<file path="config.mk">
export PLATFORM = sky130hd
export DESIGN_NAME = perf_counter_bank_flat
export DESIGN_NICKNAME = d
export VERILOG_FILES = /design/src/rtl/perf_counter_bank_if.sv /design/src/rtl/perf_counter_bank.sv /design/src/flat_wrapper.sv
export SDC_FILE = /design/constraint.sdc
export NUM_CORES = 1
export LEC_CHECK = 0
export BUFFER_PORTS_ARGS = -buffer_cell sky130_fd_sc_hd__buf_2
export CAP_MARGIN = 0
export CORE_ASPECT_RATIO = 1.75
export CORE_MARGIN = 2
export CORE_UTILIZATION = 40
export DETAILED_ROUTE_END_ITERATION = 10
export GPL_ROUTABILITY_DRIVEN = 1
export PLACE_DENSITY_LB_ADDON = 0.08
export SKIP_CTS_REPAIR_TIMING = 1
export SYNTH_ARGS = -nofsm -noshare
export SYNTH_HDL_FRONTEND = slang
export SYNTH_SLANG_ARGS = --single-unit
</file>
<file path="constraint.sdc">
create_clock -name clk -period 2.2 [get_ports clk]
set_clock_uncertainty 0.15 [all_clocks]
set_input_delay 0.33 -clock clk [delete_from_list [all_inputs] [get_ports clk]]
set_output_delay 0.33 -clock clk [all_outputs]
set_load 0.01 [all_outputs]
</file>
<file path="src/rtl/perf_counter_bank_if.sv">
// perf_counter_bank_if
//   Control, event and read-back bundle for the performance counter bank.
//   Parameters NUM_CH / WIDTH must match the attached perf_counter_bank.
// Signals
//   start, stop, halt, clear, snap   run-control and snapshot strobes
//   ev_in   [NUM_CH]                 per-channel event strobes
//   rd_sel  [SEL_W]                  channel to read
//   rd_data [WIDTH]                  registered read data
//   ovf     [NUM_CH]                 sticky overflow flags
//   running                          1 while the bank is counting
// Modports
//   master  drives controls/events, observes read-back (core / bench side)
//   slave   the counter bank itself
interface perf_counter_bank_if #(
    parameter int NUM_CH = 4,
    parameter int WIDTH  = 32,
    parameter int SEL_W  = (NUM_CH > 1) ? $clog2(NUM_CH) : 1
);
    logic              start;
    logic              stop;
    logic              halt;
    logic              clear;
    logic              snap;
    logic [NUM_CH-1:0] ev_in;
    logic [SEL_W-1:0]  rd_sel;
    logic [WIDTH-1:0]  rd_data;
    logic [NUM_CH-1:0] ovf;
    logic              running;

    modport master (
        output start, stop, halt, clear, snap, ev_in, rd_sel,
        input  rd_data, ovf, running
    );

    modport slave (
        input  start, stop, halt, clear, snap, ev_in, rd_sel,
        output rd_data, ovf, running
    );
endinterface

</file>
<file path="src/rtl/perf_counter_bank.sv">
// perf_counter_bank
//   Bank of NUM_CH performance counters gated by a global run FSM
//   (IDLE / RUNNING / HALTED). Channel 0 can count cycles instead of events.
//   Each channel has a sticky overflow flag; read-back is a registered mux.
// Configuration macro
//   PERF_CNT_SNAPSHOT_EN  when defined, a snapshot bank is added, 'snap'
//                         copies all live counters atomically and rd_data
//                         reads the snapshot bank. Undefined: snap is ignored
//                         and rd_data reads the live counters.
// Ports
//   clk    system clock (posedge)
//   rst_n  asynchronous active-low reset
//   bus    perf_counter_bank_if.slave (controls, events, read-back, flags)
module perf_counter_bank #(
    parameter int NUM_CH     = 4,
    parameter int WIDTH      = 32,
    parameter int CYCLE_CH0  = 1,
    parameter int SATURATE   = 0,
    parameter int AUTO_START = 1
) (
    input  logic              clk,
    input  logic              rst_n,
    perf_counter_bank_if.slave bus
);
    localparam logic AUTO_BIT = (AUTO_START != 0);

    typedef enum logic [1:0] {
        ST_IDLE    = 2'b00,
        ST_RUNNING = 2'b01,
        ST_HALTED  = 2'b10
    } state_t;

    state_t            state_reg;
    logic              running_reg;
    logic              auto_pending_reg;
    logic              stop_any;
    logic              count_en;
    logic [WIDTH-1:0]  rd_data_reg;
    logic [NUM_CH-1:0] ovf_w;
    logic [WIDTH-1:0]  src [NUM_CH];

    assign stop_any = bus.stop | bus.halt;
    // Counting needs RUNNING in the current cycle and no control action in it;
    // this also excludes the start cycle, since state is not yet RUNNING.
    assign count_en = (state_reg == ST_RUNNING) && !bus.clear && !stop_any;

    // Run FSM. auto_pending_reg is set only by reset, so auto-start fires on
    // the first edge after release and never again after a clear.
    always_ff @(posedge clk or negedge rst_n) begin
        if (!rst_n) begin
            state_reg        <= ST_IDLE;
            running_reg      <= 1'b0;
            auto_pending_reg <= AUTO_BIT;
        end else begin
            auto_pending_reg <= 1'b0;
            if (bus.clear) begin
                state_reg   <= ST_IDLE;
                running_reg <= 1'b0;
            end else begin
                case (state_reg)
                    ST_IDLE: begin
                        if (!stop_any && (bus.start || auto_pending_reg)) begin
                            state_reg   <= ST_RUNNING;
                            running_reg <= 1'b1;
                        end
                    end
                    ST_RUNNING: begin
                        if (stop_any) begin
                            state_reg   <= ST_HALTED;
                            running_reg <= 1'b0;
                        end
                    end
                    ST_HALTED: begin
                        // halt held high blocks restart; stop wins over start
                        if (!stop_any && bus.start) begin
                            state_reg   <= ST_RUNNING;
                            running_reg <= 1'b1;
                        end
                    end
                    default: begin
                        state_reg   <= ST_IDLE;
                        running_reg <= 1'b0;
                    end
                endcase
            end
        end
    end

    genvar gi;
    generate
        for (gi = 0; gi < NUM_CH; gi++) begin : g_ch
            logic [WIDTH-1:0] cnt_reg;
            logic             ovf_reg;
            logic             inc;

            if (gi == 0 && CYCLE_CH0 != 0) begin : g_cyc
                logic ev0_unused;
                assign ev0_unused = bus.ev_in[0];
                assign inc = count_en;
            end else begin : g_ev
                assign inc = count_en & bus.ev_in[gi];
            end

            always_ff @(posedge clk or negedge rst_n) begin
                if (!rst_n) begin
                    cnt_reg <= '0;
                    ovf_reg <= 1'b0;
                end else if (bus.clear) begin
                    cnt_reg <= '0;
                    ovf_reg <= 1'b0;
                end else if (inc) begin
                    if (&cnt_reg) begin
                        ovf_reg <= 1'b1;
                        if (SATURATE == 0) begin
                            cnt_reg <= '0;
                        end
                    end else begin
                        cnt_reg <= cnt_reg + 1'b1;
                    end
                end
            end

`ifdef PERF_CNT_SNAPSHOT_EN
            // Non-blocking capture: snap with clear or increment in the same
            // cycle takes the value before that edge.
            logic [WIDTH-1:0] snap_reg;
            always_ff @(posedge clk or negedge rst_n) begin
                if (!rst_n) begin
                    snap_reg <= '0;
                end else if (bus.snap) begin
                    snap_reg <= cnt_reg;
                end
            end
            assign src[gi] = snap_reg;
`else
            assign src[gi] = cnt_reg;
`endif
            assign ovf_w[gi] = ovf_reg;
        end
    endgenerate

`ifndef PERF_CNT_SNAPSHOT_EN
    logic snap_unused;
    assign snap_unused = bus.snap;
`endif

    // Registered read mux; selects beyond the last channel read as zero.
    always_ff @(posedge clk or negedge rst_n) begin
        if (!rst_n) begin
            rd_data_reg <= '0;
        end else if (32'(bus.rd_sel) < NUM_CH) begin
            rd_data_reg <= src[bus.rd_sel];
        end else begin
            rd_data_reg <= '0;
        end
    end

    assign bus.rd_data = rd_data_reg;
    assign bus.ovf     = ovf_w;
    assign bus.running = running_reg;
endmodule

</file>
<file path="src/flat_wrapper.sv">
// flat-port wrapper written by rule: the top's interface ports become plain ports
module perf_counter_bank_flat 
#(
    parameter int NUM_CH     = 4,
    parameter int WIDTH      = 32,
    parameter int CYCLE_CH0  = 1,
    parameter int SATURATE   = 0,
    parameter int AUTO_START = 1
)
  (clk, rst_n, bus_start, bus_stop, bus_halt, bus_clear, bus_snap, bus_ev_in, bus_rd_sel, bus_rd_data, bus_ovf, bus_running);
  perf_counter_bank_if #(.NUM_CH(NUM_CH), .WIDTH(WIDTH)) bus_i ();
  input  logic clk;
  input  logic rst_n;
  input wire logic [$bits(bus_i.start)-1:0] bus_start;
  input wire logic [$bits(bus_i.stop)-1:0] bus_stop;
  input wire logic [$bits(bus_i.halt)-1:0] bus_halt;
  input wire logic [$bits(bus_i.clear)-1:0] bus_clear;
  input wire logic [$bits(bus_i.snap)-1:0] bus_snap;
  input wire logic [$bits(bus_i.ev_in)-1:0] bus_ev_in;
  input wire logic [$bits(bus_i.rd_sel)-1:0] bus_rd_sel;
  output wire logic [$bits(bus_i.rd_data)-1:0] bus_rd_data;
  output wire logic [$bits(bus_i.ovf)-1:0] bus_ovf;
  output wire logic [$bits(bus_i.running)-1:0] bus_running;
  assign bus_i.start = bus_start;
  assign bus_i.stop = bus_stop;
  assign bus_i.halt = bus_halt;
  assign bus_i.clear = bus_clear;
  assign bus_i.snap = bus_snap;
  assign bus_i.ev_in = bus_ev_in;
  assign bus_i.rd_sel = bus_rd_sel;
  assign bus_rd_data = bus_i.rd_data;
  assign bus_ovf = bus_i.ovf;
  assign bus_running = bus_i.running;
  perf_counter_bank #(.NUM_CH(NUM_CH), .WIDTH(WIDTH), .CYCLE_CH0(CYCLE_CH0), .SATURATE(SATURATE), .AUTO_START(AUTO_START)) u_core (.clk(clk), .rst_n(rst_n), .bus(bus_i));
endmodule
</file>
# Word-level counts from Yosys, hierarchy flattened
# Index checks and enable logic that the tools add are counted.
# word_totals
register_bits	168
in_bits	13
elab_cells	89
# op_classes
order_cmp	1
mux	37
n_reduce_logical	25
eq_ne	5
add_sub_neg	4
n_bitwise	5
# ops
op	count
two-way mux 32 bit	14
adder 32 x 1 -> 32 bit, second input constant	4
AND reduction 32 bit	4
binary-select mux 32 bit (select 2 bit)	1
two-way mux 1 bit	16
nonzero test 2 bit	8
!= test 3 x 2 -> 1 bit, second input constant	3
two-way mux 2 bit	4
AND reduction 2 bit	4
one-hot mux 2 bit (3 select lines)	1
logical AND 1 bit	4
bitwise AND 1 bit	3
greater-or-equal comparator 3 bit, second input constant	1
inverter 2 -> 3 bit	1
one-hot mux 1 bit (3 select lines)	1
AND reduction 3 bit	1
== test 2 x 1 -> 1 bit, second input constant	1
== test 2 bit, second input constant	1
zero test 1 bit	2
zero test 2 bit	1
logical OR 1 bit	1
OR 1 bit	1

# Depth between registers and ports, before layout
# Gate-level depths: netlist of the first run.
# logic_depth
word_depth	6
ltp_mapped	8
depth_no_buf	6

# Worst setup path before layout of the first run
# OpenSTA, ideal clock, no wires.
# synth_timing
path_kind	reg-to-reg
from	register u_core.g_ch[1].cnt_reg[0]
to	register u_core.g_ch[1].cnt_reg[11]
synth_period_minus_slack_ns	2.193
stages_incl_launch_ff	8
setup_ns	0.121
t_arrival_ns	1.922
path_slack_ns	0.007
cell_sequence	dfrtp_1 -> ha_1 -> nand4_1 -> nor4_4 -> nand4_1 -> a21oi_1 -> buf_2 -> nor2_1
# synth_via
elab_chain_len	4
word_cells_on_any_way	5
cone_classes	1 x add/sub; 3 x mux; 1 x reduce/logical
# synth_lines
item	line_no	text
start, declared	perf_counter_bank.sv:92	logic [WIDTH-1:0] cnt_reg;
start signal, assigned	perf_counter_bank.sv:118	cnt_reg <= cnt_reg + 1'b1;
adder 32 x 1 -> 32 bit / AND reduction 32 bit (equally long branches)	perf_counter_bank.sv:118, perf_counter_bank.sv:112	
two-way mux 32 bit *	perf_counter_bank.sv:112	if (&cnt_reg) begin
two-way mux 32 bit *	perf_counter_bank.sv:111	end else if (inc) begin
two-way mux 32 bit *	perf_counter_bank.sv:108	end else if (bus.clear) begin
# Every way passes the cells marked *; elsewhere a longest branch is shown, timed or not. The select of a mux whose other input is x is not followed.
# A chain may end at the register's enable or synchronous reset.

# Worst setup path in the final report of the first run
# layout_timing
from	register u_core.state_reg[1]
to	register u_core.g_ch[2].cnt_reg[23]
# layout_via
elab_chain_len	5
# layout_lines
item	line_no	text
start, declared	perf_counter_bank.sv:33	state_t state_reg;
start signal, assigned	perf_counter_bank.sv:51	state_reg <= ST_IDLE;
start signal, assigned	perf_counter_bank.sv:57	state_reg <= ST_IDLE;
start signal, assigned	perf_counter_bank.sv:63	state_reg <= ST_RUNNING;
== test 2 x 1 -> 1 bit	perf_counter_bank.sv:45	assign count_en = (state_reg == ST_RUNNING) && !bus.clear && !stop_any;
logical AND 1 bit (2 in series)	perf_counter_bank.sv:45	
bitwise AND 1 bit	perf_counter_bank.sv:101	assign inc = count_en & bus.ev_in[gi];
nonzero test 2 bit (no line)	-	
end signal, assigned	perf_counter_bank.sv:118	
end, declared	perf_counter_bank.sv:92	
# No other way between the ends.

==> metrics.csv, run 1 <==
stage,metric,value,unit
status,outcome,completed,
synth,synth_top_family_by_area,simple AND/OR/NAND/NOR gates,
sta,setup_ws,26.7,ps
route,via_count,7141,
synth,synth_compound_area_frac,0.0550,
worst_setup_path,cp_max_fo,5,
layout,layout-drive-gt1-share,0.275,
pwr,p_sw_frac,0.226,
placement,gp_congestion,0.892,
placement,pre_cts_slack,-111,ps
placement,dpl_cell_area,10100,sq um
worst_setup_path,crit_path_end_kind,register,
route,via_per_inst,5.65,
clock_tree,clock_path_buffers,2,
sta,relSlewSlack,0.639,
sta,hold_violations,0,
pwr,pwr-share-comb,0.059,
layout,nNetsFinal,1014,
worst_setup_path,worstPathCellList,or4b_4 > buf_8 > o21ai_4 > nand4_4 > or4_4 > a21oi_2,
floorplanning,die_w,115,microns
route,drtAntennaViolNets,0,
worst_setup_path,critPathKind,register to register,
route,wire_per_inst,20.6,microns
worst_setup_path,critPathMaxStageDelay,530,ps
layout,syn_to_final_growth,26.5,%
pwr,p_int,5.18,mW
clock_tree,cts_buffers,17,
clock_tree,cts_tree,done,
worst_hold_path,hold_path.class,primary input to register,
sta,period_share,0.988,
synth,ys_types,53,
synth,avgSynthCellArea,10.3,sq um
synth,yosysSeqAreaShare,0.485,
placement,hpwl,19.8,mm
synth,syn_inst,835,
synth,syn_area,8620,sq um
synth,synth-main-ff-cell,dfrtp_1,
clock_tree,cts_root_buf,clkbuf_16,
route,drc,0,
synth,synth-xor-area-share,0.0965,
route,drt_iter0_markers,375,
layout,antenna_cells,0,
pwr,power,6.69,mW
synth,synth-edff-count,0,
sta,setup_viol_count_final,0,
floorplanning,fp.dieH,198,microns
placement,portBuffers,47,
clock_tree,cts_sinks,167,
floorplanning,pin_count,50,
sta,worst_pin_slew,536,ps
clock_tree,worst_skew_pair.late_latency,430,ps
pwr,power_density,613,nW/um^2
synth,synth_fa_ha_area_frac,0.00580,
layout,largest_register_ffs,128,
floorplanning,initial_utilization,0.404,
clock_tree,clkTransAtPathRegs,70,ps
sta,fin_setup_tns,0,ps
synth,yosysWarningCount,0,
sta,max_freq,460,MHz
worst_setup_path,cp.arrival,2390,ps
flow_run,drv_cap,0,
worst_setup_path,setup.worst_path.start_class,register,
grt,overflow,0,
synth,async_reset_ff_frac,1.00,
route,first_pass_iters,7,
synth,ys_seq_elements,167,
grt,grt_pass1_vias,7361,
floorplanning,row_count,71,
synth,synth_nets,852,
layout,design_area,10900,sq um
synth,yosys.area_share.simple,0.246,
pwr,total_leakage_power,4.90,nW
grt,grt_pass1_wl,40.6,mm
pwr,power_frac_seq,0.465,
sta,finalMaxSlewViolations,0,
pwr,p_sw,1.52,mW
pwr,p_clk_frac,0.477,
synth,synth_mux_area_frac,0.0836,
sta,rsz0062_at_grt,yes,
pwr,ir_drop,419,uV
clock_tree,cts_max_level,4,
worst_setup_path,slowest_stage,or4b_4,
worst_setup_path,cp.required,2420,ps
route,totalWireLength,26.1,mm
floorplanning,die_area,22800,sq um
grt,grt_usage,0.239,
floorplanning,coreArea,21300,sq um
grt,grt_max_degree,48,
grt,antenna_found_initial,0,
sta,layout_min_cycle_time,2170,ps
## cells in the final DEF, fill, tap and decap left out, types with 3 or more instances in the layout
master and n:
dfrtp_1 166, o31ai_1 3, nand4_1 66, bufinv_16 4, inv_1 10, buf_12 10, nor4_1 13, and2_1 6
and3_1 18, nor4_4 4, clkbuf_16 17, nand2_1 57, xor2_1 75, clkinv_4 3, clkbuf_1 4, ha_1 4
nor2_1 121, nand3_1 65, a211o_1 4, nor3_1 10, o21ai_2 3, mux4_2 32, xnor2_1 20, and4_1 6
buf_4 128, nor3_2 3, a21oi_1 24, or3_1 10, o21a_1 4, o21ai_0 15, buf_2 47, nand4b_1 5
nor3b_1 3, a31oi_1 5
## cell families (layout without fill, tap and decap cells)
group | count (synthesis) | after routing
other cells | 1 | 1
simple gates | 404 | 404
compound gates | 76 | 76
flops | 167 | 167
fa+ha+maj | 4 | 4
buf+inv | 56 | 231
xor+xnor | 95 | 95
mux | 32 | 32
## synth_stat cells, types with 3 or more instances
library cell | count | share of area
nand4b_1 | 5 | 0.0051
ha_1 | 4 | 0.0058
and2_1 | 6 | 0.0044
mux4_2 | 32 | 0.084
dfrtp_1 | 166 | 0.48
nand3_1 | 66 | 0.038
o21ai_1 | 4 | 0.0023
xor2_1 | 75 | 0.076
buf_2 | 16 | 0.0093
inv_1 | 10 | 0.0044
or4_1 | 4 | 0.0035
nor3_2 | 3 | 0.0035
nand4_1 | 66 | 0.048
and3_1 | 18 | 0.013
a31oi_1 | 6 | 0.0044
xnor2_1 | 20 | 0.020
buf_1 | 5 | 0.0022
nor3_1 | 10 | 0.0058
a211o_1 | 4 | 0.0041
or3_1 | 10 | 0.0073
clkbuf_1 | 21 | 0.0091
o21ai_0 | 15 | 0.0087
nor2_1 | 121 | 0.053
o21a_1 | 4 | 0.0035
and4_1 | 7 | 0.0071
o31ai_1 | 5 | 0.0044
nand2_1 | 57 | 0.025
buf_4 | 4 | 0.0035
nor3b_1 | 3 | 0.0026
a21oi_1 | 26 | 0.015
nor4_1 | 15 | 0.011
## through the flow
step / hold slack, ps / instances / utilization
after detailed placement: 110 / 1226 / 0.475
after floorplan: -116 / 835 / -
after global routing: 44.6 / 1265 / 0.512
after global placement: 107 / 1226 / 0.475
after CTS: -350 / 1258 / 0.504
final: 40.7 / 1265 / 0.512
## power groups by stage
stage / Clock [mW] / Sequential, mW / Combinational (mW)
2_1_floorplan: 0 / 3.18 / 0.146
3_3_place_gp: 0 / 3.16 / 0.377
3_5_place_dp: 0 / 3.17 / 0.387
4_1_cts: 3.26 / 3.11 / 0.388
5_1_grt: 3.38 / 3.11 / 0.428
6_report: 3.19 / 3.11 / 0.392
## path summary, 6_finish.rpt
| path | depth (start not counted) | from | endpoint | slack, ps |
|---|---|---|---|---|
| worst max-delay path | 6 | u_core.state_reg[1] | u_core.g_ch[2].cnt_reg[23] | 30 |
| worst min-delay path | 4 | bus_start | u_core.state_reg[1] | 40 |
| worst max register to register | 6 | u_core.state_reg[1] | u_core.g_ch[2].cnt_reg[23] | 30 |
| worst min register to register | 1 | u_core.g_ch[3].ovf_reg | u_core.g_ch[3].ovf_reg | 340 |
| max in group asynchronous | 3 | rst_n | u_core.g_ch[3].cnt_reg[23] | 990 |
| min in group asynchronous | 2 | rst_n | u_core.g_ch[1].cnt_reg[24] | 220 |
## per-layer routing
metal	part of all wire	GRT usage	vias up
met5	0	0	-
li1	-	-	3340
met1	0.38	0.270	3531
met2	0.51	0.406	200
met3	0.033	0.0312	70
met4	0.080	0.178	0
## worst max-delay path, delay by kind of cell (launching register included)
kind / cells / cell delay, ps
AO/OA/AOI/OAI: 2 / 300
buffers and inverters: 1 / 160
AND/OR/NAND/NOR: 3 / 1100
flip-flops: 1 / 380
## cell type report
cell class                      instances  area [sq um]
Clock buffer                           22           454
Clock inverter                         10           170
Fill cell                            1971         10400
Inverter                               10          37.5
Multi-Input combinational cell        612          4310
Sequential cell                       167          4180
Tap cell                              255           319
Timing Repair Buffer                  189          1440
Power figures use the tool's default switching activity.
==> inputs of run 2 (changes only) <==
--- a/config.mk
+++ b/config.mk
@@ -9,7 +9,7 @@
 export CAP_MARGIN = 0
 export CORE_ASPECT_RATIO = 1.75
 export CORE_MARGIN = 2
-export CORE_UTILIZATION = 40
+export CORE_UTILIZATION = 55
 export DETAILED_ROUTE_END_ITERATION = 10
 export GPL_ROUTABILITY_DRIVEN = 1
 export PLACE_DENSITY_LB_ADDON = 0.08
==> constraint.sdc (replaced) <==
create_clock -name clk -period 2.2 [get_ports clk]
set_clock_uncertainty 0.15 [all_clocks]
set_input_delay 0 -clock clk [delete_from_list [all_inputs] [get_ports clk]]
set_output_delay 0 -clock clk [all_outputs]
set_load 0.01 [all_outputs]
==> metrics.csv, run 2 (synthesis gave the netlist of run 1 again) <==
stage,metric,value,unit
status,outcome,"finished, violations left",
status,violations,negative hold slack,
sta,max_freq,466,MHz
worst_setup_path,regToRegStartpoint,u_core.state_reg[1],
route,via_per_inst,6.14,
sta,worst_pin_slew,790,ps
clock_tree,cts_tree,done,
layout,design_area,10700,sq um
floorplanning,fp.dieH,170,microns
route,drtAntennaViolNets,0,
clock_tree,worst_skew_pair.late_latency,430,ps
clock_tree,cts_buffers,17,
layout,syn_to_final_growth,24.1,%
worst_setup_path,crit_start,u_core.state_reg[1],
pwr,power_frac_seq,0.467,
worst_setup_path,cp_max_fo,8,
clock_tree,clkTransAtPathRegs,70,ps
worst_setup_path,r2r_end,u_core.g_ch[2].cnt_reg[23],
sta,fin_setup_tns,0,ps
sta,setup_viol_count_final,0,
worst_setup_path,reg2reg_slack,50,ps
flow_run,drv_cap,0,
floorplanning,pin_count,50,
clock_tree,cts_sinks,167,
worst_setup_path,cp.required,2400,ps
pwr,pwr-share-comb,0.056,
pwr,p_sw_frac,0.221,
clock_tree,cts_max_level,4,
pwr,p_clk_frac,0.478,
route,first_pass_iters,5,
sta,layout_min_cycle_time,2150,ps
sta,whs,-12.8,ps
worst_setup_path,crit_path_end_kind,register,
worst_setup_path,slowest_stage,or4b_4,
route,via_count,7248,
layout,mostFrequentLayoutCells,"165 x dfrtp_1, 121 x nor2_1, 103 x buf_4, 75 x xor2_1",
route,drt_iter0_markers,515,
pwr,p_sw,1.47,mW
layout,nNetsFinal,998,
placement,pre_cts_slack,5.60,ps
layout,final_common_cell,dfrtp_1,
grt,grt_pass1_vias,7231,
route,wire_per_inst,20.8,microns
route,totalWireLength,24.5,mm
sta,setup_ws,53.0,ps
grt,grt_pass1_wl,38.8,mm
layout,largest_register_ffs,128,
clock_tree,cts_root_buf,clkbuf_16,
sta,rsz0062_at_grt,yes,
worst_hold_path,hold_path.class,primary input to asynchronous set/reset pin,
grt,antenna_found_initial,0,
floorplanning,die_w,98.7,microns
grt,overflow,0,
grt,grt_usage,0.303,
pwr,power_density,624,nW/um^2
layout,finalNonFillerCells,1180,
worst_setup_path,critPathMaxStageDelay,500,ps
placement,dpl_cell_area,9800,sq um
sta,relSlewSlack,0.474,
floorplanning,row_count,60,
sta,period_share,0.976,
floorplanning,initial_utilization,0.560,
pwr,ir_drop,518,uV
pwr,p_int,5.20,mW
placement,gp_congestion,0.939,
floorplanning,die_area,16700,sq um
layout,layout-drive-gt1-share,0.258,
layout,fin_util,0.695,
sta,finalMaxSlewViolations,0,
worst_setup_path,worstPathCellList,or4b_4 > buf_12 > o21ai_4 > nand4_4 > or4_4 > a21oi_2,
placement,portBuffers,47,
worst_setup_path,critPathCapture,u_core.g_ch[2].cnt_reg[23],
worst_setup_path,cp.arrival,2350,ps
placement,placedCellCount,1131,
layout,antenna_cells,0,
grt,grt_max_degree,60,
pwr,total_leakage_power,4.82,nW
route,drc,0,
clock_tree,clock_path_buffers,2,
placement,hpwl,17.9,mm
worst_setup_path,setup.worst_path.start_class,register,
worst_setup_path,critPathKind,register to register,
worst_setup_path,reg2reg_depth,6,
sta,hold_violations,15,
floorplanning,coreArea,15400,sq um
run 2: worst max-delay path: cells and delay by family (launching register included):
family	cells	cell delay, ps
compound gates	2	290
buf+inv	1	170
flops	1	380
simple gates	3	1090
run 2: final cells by class:
cell class / instances / area (sq um)
Clock buffer: 21 / 460
Fill cell: 1181 / 4690
Tap cell: 186 / 233
Clock inverter: 11 / 170
Sequential cell: 167 / 4180
Multi-Input combinational cell: 612 / 4280
Inverter: 10 / 37.5
Timing Repair Buffer: 173 / 1330
run 2: routing by layer:
layer,track usage,vias up,part of all wire
met1,0.353,3543,0.36
li1,-,3304,-
met5,0,-,0
met4,0.222,0,0.084
met3,0.0474,90,0.050
met2,0.502,311,0.50
run 2: power by group through the flow:
stage / clock [mW] / sequential, mW / combinational (mW)
after CTS: 3.24 / 3.11 / 0.356
after global placement: 0 / 3.17 / 0.347
after detailed placement: 0 / 3.17 / 0.353
after floorplan: 0 / 3.18 / 0.146
after global routing: 3.36 / 3.12 / 0.409
final: 3.19 / 3.11 / 0.371
run 2: worst min path at each step:
stage | to | slack (ps) | cells past startpoint | startpoint
floorplan | u_core.bus.rd_data[0] | -450 | 0 | rst_n
global placement | u_core.g_ch[1].cnt_reg[21] | -130 | 1 | rst_n
detailed placement | u_core.g_ch[1].cnt_reg[21] | -120 | 1 | rst_n
CTS | u_core.g_ch[1].cnt_reg[26] | -570 | 1 | rst_n
global route | u_core.g_ch[1].cnt_reg[26] | 30 | 2 | rst_n
finish | u_core.g_ch[1].cnt_reg[26] | -10 | 2 | rst_n
run 2: through the flow:
stage          hold WS, ps  total power, mW
3_5_place_dp          -125             3.52
2_1_floorplan         -446             3.32
3_3_place_gp          -126             3.52
4_1_cts               -572             6.71
6_report             -12.8             6.67
5_1_grt               25.8             6.88
==> inputs of run 3 (changes only) <==
--- a/config.mk
+++ b/config.mk
@@ -9,7 +9,7 @@
 export CAP_MARGIN = 0
 export CORE_ASPECT_RATIO = 1.75
 export CORE_MARGIN = 2
-export CORE_UTILIZATION = 55
+export CORE_UTILIZATION = 61
 export DETAILED_ROUTE_END_ITERATION = 10
 export GPL_ROUTABILITY_DRIVEN = 1
 export PLACE_DENSITY_LB_ADDON = 0.08
==> constraint.sdc (replaced) <==
create_clock -name clk -period 2.05 [get_ports clk]
set_clock_uncertainty 0.15 [all_clocks]
set_input_delay 0 -clock clk [delete_from_list [all_inputs] [get_ports clk]]
set_output_delay 0 -clock clk [all_outputs]
set_load 0.01 [all_outputs]
==> metrics.csv, run 3 (synthesis gave the netlist of run 1 again) <==
stage,metric,value,unit
status,outcome,"finished, violations left",
status,violations,"negative hold slack, negative setup slack",
layout,antenna_cells,0,
layout,syn_to_final_growth,33.5,%
grt,grt_pass1_wl,40.9,mm
placement,dpl_cell_area,10200,sq um
clock_tree,cts_buffers,17,
floorplanning,fp.dieH,161,microns
placement,gp_congestion,1.02,
grt,grtUsageMet3,0.0410,
layout,largest_register_ffs,128,
clock_tree,clkTransAtPathRegs,70,ps
route,first_pass_iters,8,
flow_run,drv_cap,0,
layout,nNetsFinal,1061,
layout,layout-drive-gt1-share,0.342,
route,drtAntennaViolNets,0,
pwr,total_leakage_power,5.22,nW
sta,max_freq,423,MHz
grt,antenna_found_initial,0,
placement,portBuffers,47,
route,via_count,8134,
route,totalWireLength,28.7,mm
grt,grt_use_met1,0.410,
grt,overflow,0,
worst_setup_path,reg2reg_depth,6,
sta,setup_ws,-312,ps
grt,grt_max_degree,55,
sta,relSlewSlack,0.449,
worst_setup_path,cp.required,2190,ps
clock_tree,cts_sinks,167,
clock_tree,cts_max_level,4,
worst_setup_path,setup.worst_path.start_class,register,
sta,rsz0062_at_grt,yes,
floorplanning,row_count,57,
placement,pre_cts_slack,-192,ps
layout,fillers,762,
layout,final_common_cell,dfrtp_1,
clock_tree,worst_skew_pair.late_latency,430,ps
clock_tree,cts_tree,done,
floorplanning,coreArea,13800,sq um
clock_tree,clock_path_buffers,2,
floorplanning,pin_count,50,
grt,grt_pass1_vias,7853,
grt,grt_usage,0.356,
sta,finalMaxSlewViolations,0,
route,via_per_inst,6.59,
sta,whs,-40.3,ps
worst_setup_path,crit_path_end_kind,register,
worst_setup_path,cp.arrival,2510,ps
worst_setup_path,critPathKind,register to register,
layout,mostFrequentLayoutCells,"163 x dfrtp_1, 159 x buf_4, 119 x nor2_1, 74 x xor2_1, 66 x nand4_1",
sta,worst_pin_slew,827,ps
floorplanning,die_w,93.9,microns
pwr,power_density,616,nW/um^2
clock_tree,cts_root_buf,clkbuf_16,
route,drt_iter0_markers,826,
placement,hpwl,18.6,mm
sta,hold_violations,49,
floorplanning,initial_utilization,0.623,
worst_hold_path,hold_path.class,primary input to asynchronous set/reset pin,
floorplanning,die_area,15100,sq um
grt,top_usage_layer,met2,
sta,layout_min_cycle_time,2360,ps
worst_setup_path,cp_max_fo,14,
pwr,ir_drop,505,uV
sta,period_share,1.15,
sta,setup_viol_count_final,71,
layout,design_area,11500,sq um
grt,met2_usage,0.595,
route,drc,0,
route,wire_per_inst,23.3,microns
## run 3: worst paths after layout
check / from / end / slack, ps
min reg2reg: u_core.g_ch[1].ovf_reg / u_core.g_ch[1].ovf_reg / 340
max reg2reg: u_core.g_ch[2].cnt_reg[12] / u_core.g_ch[2].cnt_reg[21] / -310
min: rst_n / u_core.g_ch[1].cnt_reg[22] / -40
min in group clk: bus_rd_sel[0] / u_core.bus.rd_data[30] / 90
max in group asynchronous: rst_n / u_core.g_ch[3].cnt_reg[12] / 1010
max: u_core.g_ch[2].cnt_reg[12] / u_core.g_ch[2].cnt_reg[21] / -310
## run 3: metrics by stage
step           setup TNS (ps)  hold slack, ps  utilization  cells  power [mW]
3_5_place_dp            -2600            -149        0.734   1166        3.80
2_1_floorplan            -108            -446            -    835        3.57
4_1_cts                 -5070            -601        0.778   1198        7.04
6_report               -10660           -40.3        0.832   1234        7.08
5_1_grt                -15010            15.8        0.832   1234        7.29
3_3_place_gp             -186            -161        0.734   1166        3.78
## run 3: power by group
| group | internal (mW) | switching [mW] | total, mW |
|---|---|---|---|
| clock network | 1.86 | 1.43 | 3.29 |
| logic | 0.174 | 0.281 | 0.455 |
| registers | 3.32 | 0.0214 | 3.34 |
## run 3: critical path, stage by stage (launching register included)
cell,delay [ps]
dfrtp_1,580
nand4_1,260
nor4_4,250
nand4_1,330
o21ai_4,370
clkbuf_16,250
a21oi_1,60
## run 3: area by class of cell
cell class,count,area [sq um],area share
multi-input combinational,612,4590,0.399
sequential,167,4180,0.364
timing repair buffer,236,1880,0.163
clock buffer,18,439,0.0382
tap,177,221,0.0192
clock inverter,14,160,0.0139
inverter,10,37.5,0.00326
## run 3: metal layers
metal | up-vias | wire, microns
met5 | - | 0
met4 | 0 | 2780
met3 | 162 | 2000
met2 | 566 | 14500
met1 | 3971 | 9460
li1 | 3435 | -
